[src/rtl/pipe_pkg.sv]
// rtl/pipe_pkg.sv - shared LEGv8 writeback widths, XZR index and commit record
package pipe_pkg;

  localparam int PIPE_ADDR_W  = 5;
  localparam int PIPE_DATA_W  = 64;
  localparam int PIPE_STAMP_W = 16;
  localparam int XZR          = 31;

  typedef struct packed {
    logic [PIPE_ADDR_W-1:0]  addr;
    logic [PIPE_DATA_W-1:0]  data;
    logic [PIPE_STAMP_W-1:0] stamp;
  } wb_commit_t;

endpackage

[src/rtl/sync_fifo_fwft.sv]
// rtl/sync_fifo_fwft.sv - single-clock first-word-fall-through FIFO
// Push while full is accepted only when a pop frees the head slot on the same edge.
module sync_fifo_fwft #(
  parameter int WIDTH = 8,
  parameter int DEPTH = 8
) (
  input  logic                     clk,
  input  logic                     rst_n,
  input  logic                     i_clear,
  input  logic                     i_push,
  input  logic [WIDTH-1:0]         i_data,
  input  logic                     i_pop,
  output logic [WIDTH-1:0]         o_data,
  output logic                     o_full,
  output logic                     o_empty,
  output logic [$clog2(DEPTH):0]   o_count
);

  localparam int PTR_W = $clog2(DEPTH);
  localparam int CNT_W = PTR_W + 1;

  logic [WIDTH-1:0] r_mem [DEPTH];
  logic [PTR_W-1:0] r_wr_ptr;
  logic [PTR_W-1:0] r_rd_ptr;
  logic [CNT_W-1:0] r_count;
  logic             w_push_ok;
  logic             w_pop_ok;

  assign o_full    = (r_count == CNT_W'(DEPTH));
  assign o_empty   = (r_count == '0);
  assign o_count   = r_count;
  assign w_pop_ok  = i_pop && !o_empty;
  assign w_push_ok = i_push && (!o_full || w_pop_ok);

  // Head is zeroed when empty so unwritten storage never leaks out.
  assign o_data = o_empty ? '0 : r_mem[r_rd_ptr];

  always_ff @(posedge clk) begin
    if (w_push_ok && !i_clear) begin
      r_mem[r_wr_ptr] <= i_data;
    end
  end

  always_ff @(posedge clk or negedge rst_n) begin
    if (!rst_n) begin
      r_wr_ptr <= '0;
      r_rd_ptr <= '0;
      r_count  <= '0;
    end else if (i_clear) begin
      r_wr_ptr <= '0;
      r_rd_ptr <= '0;
      r_count  <= '0;
    end else begin
      if (w_push_ok) r_wr_ptr <= r_wr_ptr + PTR_W'(1);
      if (w_pop_ok)  r_rd_ptr <= r_rd_ptr + PTR_W'(1);
      case ({w_push_ok, w_pop_ok})
        2'b10:   r_count <= r_count + CNT_W'(1);
        2'b01:   r_count <= r_count - CNT_W'(1);
        default: r_count <= r_count;
      endcase
    end
  end

endmodule

[src/rtl/wb_trace_buffer.sv]
// rtl/wb_trace_buffer.sv - WB-stage commit trace FIFO with cycle stamps and drop accounting
module wb_trace_buffer
  import pipe_pkg::*;
#(
  parameter int DEPTH    = 8,
  parameter int ADDR_W   = PIPE_ADDR_W,
  parameter int DATA_W   = PIPE_DATA_W,
  parameter int STAMP_W  = PIPE_STAMP_W,
  parameter int ZERO_REG = XZR
) (
  input  logic                   clk,
  input  logic                   rst,
  input  logic                   wb_regwrite,
  input  logic [ADDR_W-1:0]      waddr_MEM_WB,
  input  logic [DATA_W-1:0]      wdata_WB,
  input  logic                   clear,
  output logic                   out_valid,
  input  logic                   out_ready,
  output logic [ADDR_W-1:0]      out_addr,
  output logic [DATA_W-1:0]      out_data,
  output logic [STAMP_W-1:0]     out_stamp,
  output logic [$clog2(DEPTH):0] count,
  output logic                   overflow,
  output logic [15:0]            drop_count
);

  localparam int ENTRY_W = ADDR_W + DATA_W + STAMP_W;

  logic [STAMP_W-1:0] r_stamp;
  logic               r_overflow;
  logic [15:0]        r_drop_count;
  logic               w_commit;
  logic               w_push;
  logic               w_pop;
  logic               w_drop;
  logic               w_full;
  logic               w_empty;
  logic [ENTRY_W-1:0] w_head;

  assign w_commit = wb_regwrite && (waddr_MEM_WB != ADDR_W'(ZERO_REG));
  assign w_pop    = !w_empty && out_ready && !clear;
  assign w_push   = w_commit && !clear;
  // A full FIFO still takes the commit when the head leaves on the same edge.
  assign w_drop   = w_commit && w_full && !w_pop && !clear;

  sync_fifo_fwft #(
    .WIDTH (ENTRY_W),
    .DEPTH (DEPTH)
  ) u_fifo (
    .clk     (clk),
    .rst_n   (rst),
    .i_clear (clear),
    .i_push  (w_push),
    .i_data  ({waddr_MEM_WB, wdata_WB, r_stamp}),
    .i_pop   (w_pop),
    .o_data  (w_head),
    .o_full  (w_full),
    .o_empty (w_empty),
    .o_count (count)
  );

  assign out_valid                       = !w_empty;
  assign {out_addr, out_data, out_stamp} = w_head;
  assign overflow                        = r_overflow;
  assign drop_count                      = r_drop_count;

  // The stamp keeps running through clear so stamps stay comparable across flushes.
  always_ff @(posedge clk or negedge rst) begin
    if (!rst) begin
      r_stamp <= '0;
    end else begin
      r_stamp <= r_stamp + STAMP_W'(1);
    end
  end

  always_ff @(posedge clk or negedge rst) begin
    if (!rst) begin
      r_overflow   <= 1'b0;
      r_drop_count <= '0;
    end else if (clear) begin
      r_overflow   <= 1'b0;
      r_drop_count <= '0;
    end else if (w_drop) begin
      r_overflow <= 1'b1;
      if (r_drop_count != 16'hFFFF) r_drop_count <= r_drop_count + 16'd1;
    end
  end

endmodule

[config.mk]
export PLATFORM = sky130hd
export DESIGN_NAME = wb_trace_buffer
export DESIGN_NICKNAME = d
export VERILOG_FILES = /design/src/rtl/pipe_pkg.sv /design/src/rtl/sync_fifo_fwft.sv /design/src/rtl/wb_trace_buffer.sv
export SDC_FILE = /design/constraint.sdc
export NUM_CORES = 1
export LEC_CHECK = 0
export CORE_MARGIN = 4
export CORE_UTILIZATION = 50
export DETAILED_ROUTE_END_ITERATION = 10
export PLACE_DENSITY = 0.69
export RECOVER_POWER = 25
export REMOVE_ABC_BUFFERS = 1
export SYNTH_ARGS = -nofsm -noshare
export SYNTH_HDL_FRONTEND = slang
export SYNTH_SLANG_ARGS = --single-unit
export TNS_END_PERCENT = 30
[constraint.sdc]
create_clock -name clk -period 10.7 [get_ports clk]
set_input_delay 2.675 -clock clk [delete_from_list [all_inputs] [get_ports clk]]
set_output_delay 2.675 -clock clk [all_outputs]
set_load 0.03 [all_outputs]
==> metrics <==
Hold Path Class reg -> reg; area of the mapped netlist 27900 sq um; Worst Setup Start Kind register; clk_lat worst skew 0.60 ns; vias per cell 5.66; placer congestion estimate 0.741; pin count of the biggest net entering global routing 107; clk slew on worst S/H paths 0.06 ns; Tcrit/Tclk final 61.5%; hold slack 0.532 ns; WP data arrival 3.91 ns; number of synthesized flops with an enable pin 680; # IOs 181; GRT Total Usage 19.2%; clk buf depth 3; post-CTS resize count 0; Cell variety after synth 50; power density over cell area 230 nW/um^2; Synth Instances 1311; drt drc 0; RSZ-0062 raised after global routing false; Synth Area in Adders 0.340%; Synth Flop Type edfxtp_1; compound-gate portion of the synthesized area 0.739%; crit end category output pin; status complete, no violations; drt first pass iters 5; total die area 59700 sq um; minimum clock period 6.58 ns; initial drt markers 1052; CTS tree yes; hold buffer count at cts 0; Routed Antenna Nets 0; vias post-DR 13205; Yosys warnings 0; Synth top cells by count 680 x edfxtp_1, 170 x mux4_2, 115 x nor2_1; largest family of logic cells by synthesized area multiplexers; number of buffers added for setup after CTS 0; Clock Sinks 723; Async SR Flop Fraction 5.95%; maxcap violations 0; Seq/Total Area, Yosys 76.9%; Layout Skew 0.0208 ns; global-route wire length before repair 87000 um; Final Non-Filler Cells 2334; CTS Root Cell clkbuf_16; Lkg Pwr 10.4 nW; Starting Density 50.6%; number of CTS-inserted buffers 73; Slew @ Worst Pin 1.09 ns; FP Rows 86; Die Height 244 um; Yosys top cell area share 73.1%; Post-Synth XOR/XNOR Area 0.658%; placed cells 2200; setup TNS 0 ns; worst vdd ir 249 uV; Final Hold Vio Count 0; DP HPWL 29400 um; H-Tree Depth 3; Worst EP required 8.03 ns; top cells by area, synth edfxtp_1 73%, mux4_2 14%, dfrtp_1 3.9%; width of the die 244 um; Post-Route WL 56200 um; f_max 152 MHz; multiplexer share of the synthesized area 17.0%; max-slew violations 0; area delta synth->final 18.5%; Setup CP Type reg -> out; Avg Inst Size Synth 21.3 sq um; relative slew slack 27.1%; Yosys reg bits 723; crit-path max FO 57; initial antenna violation count 5; count leader, synth edfxtp_1; vias in the first global route 14203; share of post-route cells with drive strength above 1 21.0%; Setup violations, final 0; IO buf count 180; Final nets 1608; Simple-Gate Fraction of Synth Area 3.26%; Wirelength per Cell 24.1 um; top cell type by total area after synthesis edfxtp_1; CORE AREA 55200 sq um; gr ovfl total 0
## metrics by stage
step / instance area (sq um) / setup slack (ns) / utilization, % / total power [mW]
floorplan: 27700 / 0.234 / - / 4.70
global placement: 30700 / 4.03 / 55.6 / 5.17
detailed placement: 30700 / 3.90 / 55.6 / 5.18
CTS: 33100 / 4.02 / 60.0 / 7.72
global route: 33100 / 3.89 / 60.0 / 7.95
finish: 33100 / 4.12 / 60.0 / 7.61
## power by group
part           internal (mW)  leakage (nW)  switching [mW]
clock network           1.51          1.18            1.02
registers               3.15          6.74          0.0682
logic                  0.844          2.43            1.01
total                   5.51          10.4            2.10
## worst max-delay path: stages, from the launching register on
cell and delay, ns:
dfrtp_1 0.46, or3_1 0.46, nor2_4 0.80, buf_4 0.71, nor2_1 0.13, clkdlybuf4s50_1 0.66
## path summary, 6_finish.rpt
| check | cells past startpoint | slack (ns) | endpoint | from |
|---|---|---|---|---|
| worst max-delay path | 5 | 4.12 | out_data[60] | u_fifo.o_count[1] |
| max in group asynchronous | 1 | 7.58 | u_fifo.r_rd_ptr[1] | rst |
| worst min register to register | 2 | 0.53 | overflow | overflow |
| worst min-delay path | 2 | 0.53 | overflow | overflow |
| worst max register to register | 12 | 6.97 | u_fifo.o_count[3] | u_fifo.o_count[1] |
| min in group asynchronous | 1 | 2.29 | r_stamp[12] | rst |
## registers in the layout, indices dropped and copies added (netlist names)
| register | count |
|---|---|
| u_fifo.r_mem | 680 |
| drop_count | 16 |
| r_stamp | 16 |
| u_fifo.o_count | 4 |
| u_fifo.r_rd_ptr | 3 |
| u_fifo.r_wr_ptr | 3 |
| overflow | 1 |
## routing by layer
layer / share of wire [%] / track usage, % / wire length [um]
met1: 43 / 27.3 / 24100
met2: 50 / 31.3 / 28200
met3: 5.7 / 3.91 / 3200
met4: 1.2 / 4.47 / 674
met5: 0.068 / 0 / 38
## layout make-up
| cell class | count | area, sq um |
|---|---|---|
| diodes | 2 | 5.00 |
| clock buffers | 94 | 2060 |
| flip-flops and latches | 723 | 21500 |
| well taps | 748 | 936 |
| fillers | 3920 | 22100 |
| clock inverters | 38 | 365 |
| repair buffers | 203 | 1990 |
| multi-input cells | 520 | 6210 |
| inverters | 6 | 22.5 |
## cells by family (layout without fill, tap and decap cells)
| family | count (synthesis) | after routing |
|---|---|---|
| and+or+nand+nor | 196 | 196 |
| muxes | 262 | 262 |
| adders and majority gates | 7 | 7 |
| buffers and inverters | 68 | 341 |
| other | 0 | 2 |
| DFF | 723 | 723 |
| AOI/OAI and AO/OA | 34 | 34 |
| xor gates and xnor gates | 21 | 21 |
## layout by cell type, fill, tap and decap left out, types with 10 or more instances in the layout
cell             count
dfrtp_1             40
a21oi_1             16
clkdlybuf4s50_1    145
clkinv_2            12
nand2_1             18
edfxtp_1           680
buf_4               21
mux4_2             170
nand3_1             18
dlygate4sd3_1       34
nor2_1             109
clkbuf_1            10
clkinv_1            12
mux2i_1             87
clkbuf_16           77
xnor2_1             13
(Power assumes the default switching activity.)
